===== src/rtl/linebuf_pkg.sv =====
// Shared definitions for the double-buffered line attribute buffer:
// FSM state encodings and the index-width helper.
package linebuf_pkg;

  typedef enum logic [1:0] {
    ST_INIT  = 2'd0,
    ST_IDLE  = 2'd1,
    ST_CLEAR = 2'd2
  } state_t;

  // Index width for a bank of the given depth (never narrower than 1 bit).
  function automatic int idx_width(input int depth);
    return (depth > 1) ? $clog2(depth) : 1;
  endfunction

endpackage


===== src/rtl/linebuf_bank.sv =====
// One DEPTH x WIDTH attribute bank: synchronous write, asynchronous read,
// intended to map onto distributed RAM.
module linebuf_bank #(
  parameter int WIDTH = 1,
  parameter int DEPTH = 512,
  parameter int AW    = 9
) (
  input  logic             clk,
  input  logic             we,
  input  logic [AW-1:0]    waddr,
  input  logic [WIDTH-1:0] wdata,
  input  logic [AW-1:0]    raddr,
  output logic [WIDTH-1:0] rdata
);

  logic [WIDTH-1:0] mem [DEPTH];

  always_ff @(posedge clk) begin
    if (we) mem[waddr] <= wdata;
  end

  assign rdata = mem[raddr];

endmodule


===== src/rtl/linebuf_dbl.sv =====
// Double-buffered line attribute buffer: renderer writes the back bank, video
// reads the front bank, banks exchange on swap and the new back bank is swept.
module linebuf_dbl
  import linebuf_pkg::*;
#(
  parameter int                  WIDTH       = 1,
  parameter int                  DEPTH       = 512,
  parameter logic [WIDTH-1:0]    CLEAR_VALUE = '0,
  parameter int                  AW          = idx_width(DEPTH)
) (
  input  logic             clk,
  input  logic             reset_n,
  input  logic [AW-1:0]    wr_idx,
  input  logic [WIDTH-1:0] wr_data,
  input  logic             wr_en,
  output logic             wr_ready,
  input  logic [AW-1:0]    rd_idx,
  output logic [WIDTH-1:0] rd_data,
  input  logic             swap,
  output logic             front,
  output logic             overrun
);

  localparam logic [AW:0]   DEPTH_C = DEPTH[AW:0];
  localparam logic [AW-1:0] LAST    = AW'(DEPTH - 1);

  state_t          state, state_next;
  logic [AW-1:0]   sweep_cnt, cnt_next;
  logic            front_next, overrun_next;
  logic [1:0]      sweep_we;
  logic            user_we, in_sweep;
  logic [1:0]      bank_we;
  logic [AW-1:0]   waddr;
  logic [WIDTH-1:0] wdata;
  logic [WIDTH-1:0] rdata0, rdata1, rd_next;

  always_ff @(posedge clk or negedge reset_n) begin
    if (!reset_n) begin
      state     <= ST_INIT;
      sweep_cnt <= '0;
      front     <= 1'b0;
      overrun   <= 1'b0;
      rd_data   <= CLEAR_VALUE;
    end else begin
      state     <= state_next;
      sweep_cnt <= cnt_next;
      front     <= front_next;
      overrun   <= overrun_next;
      rd_data   <= rd_next;
    end
  end

  // A swap during CLEAR takes priority over finishing the current sweep.
  always_comb begin
    state_next   = state;
    cnt_next     = sweep_cnt;
    front_next   = front;
    overrun_next = 1'b0;
    sweep_we     = 2'b00;
    case (state)
      ST_INIT: begin
        sweep_we = 2'b11;
        if (sweep_cnt == LAST) begin
          state_next = ST_IDLE;
          cnt_next   = '0;
        end else begin
          cnt_next = sweep_cnt + AW'(1);
        end
      end
      ST_IDLE: begin
        if (swap) begin
          front_next = ~front;
          state_next = ST_CLEAR;
          cnt_next   = '0;
        end
      end
      ST_CLEAR: begin
        sweep_we = front ? 2'b01 : 2'b10;
        if (swap) begin
          front_next   = ~front;
          cnt_next     = '0;
          overrun_next = 1'b1;
        end else if (sweep_cnt == LAST) begin
          state_next = ST_IDLE;
          cnt_next   = '0;
        end else begin
          cnt_next = sweep_cnt + AW'(1);
        end
      end
      default: begin
        state_next = ST_INIT;
        cnt_next   = '0;
      end
    endcase
  end

  assign wr_ready = (state == ST_IDLE);
  assign in_sweep = (state != ST_IDLE);
  assign user_we  = wr_en & wr_ready & ({1'b0, wr_idx} < DEPTH_C);

  assign bank_we[0] = sweep_we[0] | (user_we & front);
  assign bank_we[1] = sweep_we[1] | (user_we & ~front);
  assign waddr      = in_sweep ? sweep_cnt : wr_idx;
  assign wdata      = in_sweep ? CLEAR_VALUE : wr_data;

  linebuf_bank #(.WIDTH(WIDTH), .DEPTH(DEPTH), .AW(AW)) u_bank0 (
    .clk   (clk),
    .we    (bank_we[0]),
    .waddr (waddr),
    .wdata (wdata),
    .raddr (rd_idx),
    .rdata (rdata0)
  );

  linebuf_bank #(.WIDTH(WIDTH), .DEPTH(DEPTH), .AW(AW)) u_bank1 (
    .clk   (clk),
    .we    (bank_we[1]),
    .waddr (waddr),
    .wdata (wdata),
    .raddr (rd_idx),
    .rdata (rdata1)
  );

  always_comb begin
    rd_next = CLEAR_VALUE;
    if ({1'b0, rd_idx} < DEPTH_C) rd_next = front ? rdata1 : rdata0;
  end

endmodule

===== config.mk =====
export PLATFORM = sky130hd
export DESIGN_NAME = linebuf_dbl
export DESIGN_NICKNAME = d
export VERILOG_FILES = /design/src/rtl/linebuf_pkg.sv /design/src/rtl/linebuf_bank.sv /design/src/rtl/linebuf_dbl.sv
export SDC_FILE = /design/constraint.sdc
export NUM_CORES = 1
export LEC_CHECK = 0
export CAP_MARGIN = 20
export CORE_ASPECT_RATIO = 0.7
export CORE_UTILIZATION = 32
export DETAILED_ROUTE_END_ITERATION = 8
export HOLD_SLACK_MARGIN = 0.1
export PLACE_DENSITY_LB_ADDON = 0.15
export SYNTH_ARGS = -nofsm -noshare
export SYNTH_HDL_FRONTEND = slang
export SYNTH_SLANG_ARGS = --single-unit

===== constraint.sdc =====
create_clock -name clk -period 19 [get_ports clk]
set_input_delay 5.7 -clock clk [delete_from_list [all_inputs] [get_ports clk]]
set_output_delay 5.7 -clock clk [all_outputs]
set_load 0.005 [all_outputs]

==> results.json <==
{
  "via_per_inst": 5.420,
  "highest_layer": "met4",
  "overflow": 0,
  "synth_enable_flop_cells": 1024,
  "die_x_um": 451.3,
  "fmax_mhz": 103.7,
  "dp_hpwl_um": 74940,
  "start_util": 0.3251,
  "grt_pass1_vias": 27526,
  "p_int_mw": 3.775,
  "core_area_sq_um": 139100,
  "h-tree-depth": 3,
  "root_buffer": "clkbuf_16",
  "ant_nets": 0,
  "n_fill_cell": 13238,
  "ir_drop_uv": 62.06,
  "ctsHoldBuffers": 0,
  "outcome": "finished clean",
  "powerDensity_nw_per_um2": 95.13,
  "crit_path_start_kind": "input pin",
  "drtIter0Drc": 3358,
  "maxSlewHeadroom": 0.1901,
  "clk_pin_slew_ns": 0.07,
  "avgSynthCellArea_sq_um": 14.20,
  "grt_use_total": 0.1929,
  "async_reset_ff_frac": 0.01349,
  "grt_max_degree": 139,
  "final_util": 0.3681,
  "cts_tree": "done",
  "worst-endpoint-arrival_ns": 10.23,
  "met1_length_um": 63590,
  "cts_num_sinks": 1038,
  "worst_ep_required_time_ns": 19.59,
  "end_kind": "flip-flop",
  "maxCapViolations": 0,
  "synth_fp_nets": 3211,
  "final.period_utilization": 0.5077,
  "finalHoldViolCount": 0,
  "grt_antenna_before_repair": 6,
  "portBuffers": 26,
  "skew_ns": 0.03268,
  "worstMarginPinSlew_ns": 1.200,
  "r2r_cells": 8,
  "seq_area_frac_synth": 0.6878,
  "hp-class": "reg2reg",
  "setup_violations": 0,
  "fin_crit_ns": 9.646,
  "multi_input_area_sq_um": 12830,
  "swShare": 0.2248,
  "finalMaxSlewViolations": 0,
  "clockBufferDepth": 3,
  "critPathKind": "in2reg",
  "switchingPower_mw": 1.095,
  "postCtsResizedCells": 0,
  "drive_above_1_share": 0.1583,
  "cp-startpoint": "rd_idx[1]",
  "ios": 27,
  "gp_congestion": 0.7715,
  "ys_warn_count": 0,
  "cp_max_fo": 55,
  "r2r_start": "state[1]$_DFFE_PN0P_",
  "drtPass1Iterations": 5,
  "final_cell_mix": "nor2_1 (1062), edfxtp_1 (1024), mux4_2 (196)",
  "finalNetCount": 3151,
  "postCtsSetupBuffers": 0,
  "timing.critical_path.to": "rd_data$_DFF_PN0_",
  "setup_tns_ns": 0,
  "power.share.clock": 0.437,
  "regArea_sq_um": 31100,
  "die_area_sq_um": 142800,
  "synth.distinct_cells": 62,
  "totalWireLength_um": 138300,
  "routed-wl-met3_um": 8916,
  "leakagePower_nw": 13.42,
  "rr_endpoint": "u_bank0.mem[355]$_DFFE_PP_",
  "synthCells": 3183,
  "syn_to_final_growth_pct": 13.21,
  "syn_area_sq_um": 45210,
  "grt_first_pass_wirelength_um": 196800,
  "synth-seq-cells": 1038,
  "fin_area_sq_um": 51190,
  "place_area_sq_um": 47340,
  "p_seq_frac": 0.511,
  "numCtsBuffers": 104,
  "regToRegSetupSlack_ns": 14.18,
  "wl_per_cell_um": 27.30,
  "die_h_um": 316.5,
  "met2_length_um": 62920,
  "clkLatencyLatePin_ns": 0.72,
  "num_rows": 114,
  "synthFlopType": "edfxtp_1",
  "combPwrFrac": 0.052,
  "hp-start": "sweep_cnt[6]$_DFFE_PN0P_",
  "route.detailed.drc": 0,
  "via_count": 27465,
  "final_common_cell": "nor2_1",
  "rsz0062_at_grt": "no"
}
-- through the flow --
stage / power (mW) / setup WS, ns / hold slack, ns / std cells
4_1_cts: 4.917 / 9.408 / 0.5901 / 5050
3_5_place_dp: 2.792 / 8.654 / 0.5809 / 4857
5_1_grt: 5.010 / 9.140 / 0.6253 / 5066
6_report: 4.869 / 9.354 / 0.5926 / 5067
2_1_floorplan: 2.662 / 4.993 / 0.5069 / 3183
3_3_place_gp: 2.791 / 8.605 / 0.5461 / 4852
-- cells in the mapped netlist, drive strengths merged (10+ instances only) --
master,instances,share of area
inv,19,0.0016
a22oi,28,0.0046
nor2,1063,0.088
mux2i,97,0.021
nand2,120,0.010
clkbuf,244,0.020
o221ai,41,0.0079
edfxtp,1024,0.68
a21oi,37,0.0041
o22ai,26,0.0036
mux4,214,0.11
a22o,14,0.0027
buf,51,0.0096
nand3,16,0.0018
nor2b,13,0.0018
o21ai,18,0.0020
nand2b,10,0.0014
dfrtp,14,0.0077
nor3,14,0.0015
a221oi,11,0.0021
-- power groups by stage --
stage          clock [mW]  sequential, mW  combinational, mW
6_report             2.13            2.49              0.253
5_1_grt              2.26            2.49              0.264
2_1_floorplan           0            2.53              0.129
3_5_place_dp            0            2.54              0.254
4_1_cts              2.17            2.49              0.255
3_3_place_gp            0            2.54              0.253
-- state kept, by name, summed over array words and instances (netlist names) --
name	flops
u_bank1.mem	512
sweep_cnt	9
state	2
u_bank0.mem	512
rd_data	1
overrun	1
front	1
-- kinds of logic (layout without fill, tap and decap cells) --
logic type,Yosys count,count (layout),share of synthesized area
buffers and inverters,316,343,0.03163
AOI/OAI and AO/OA,229,229,0.03675
and+or+nand+nor,1276,1276,0.1110
xor gates and xnor gates,3,3,0.0005812
muxes,316,316,0.1308
DFF,1038,1038,0.6878
other,0,1,0
adders and majority gates,5,5,0.001384
-- layer usage --
layer,track usage,vias up
li1,-,11629
met4,0.04685,0
met2,0.3052,993
met5,0,-
met3,0.03156,179
met1,0.2774,14664
-- final cells by class --
class                   instances  area share
clock inverters                70     0.01415
multi-input cells            1829      0.2506
diodes                          1  0.00004889
well taps                    1856     0.04537
clock buffers                 123     0.05348
repair buffers                129     0.02718
inverters                      21    0.001540
flip-flops and latches       1038      0.6076
-- how the worst min path moves through the flow --
| stage | cells after the start | slack, ns | to |
|---|---|---|---|
| floorplan | 1 | 0.51 | sweep_cnt[6]$_DFFE_PN0P_ |
| global placement | 2 | 0.55 | state[1]$_DFFE_PN0P_ |
| detailed placement | 1 | 0.58 | sweep_cnt[3]$_DFFE_PN0P_ |
| CTS | 1 | 0.59 | sweep_cnt[3]$_DFFE_PN0P_ |
| global route | 2 | 0.63 | state[1]$_DFFE_PN0P_ |
| finish | 1 | 0.59 | sweep_cnt[6]$_DFFE_PN0P_ |
-- worst max-delay path, cell delays in order --
cell	delay, ns
buf_8	0.40
buf_4	0.69
buf_4	0.81
mux4_2	0.42
o311ai_0	0.99
a311oi_1	0.33
nand4_1	0.21
nor3_1	0.06
or4_1	0.52
(Power assumes the default switching activity.)
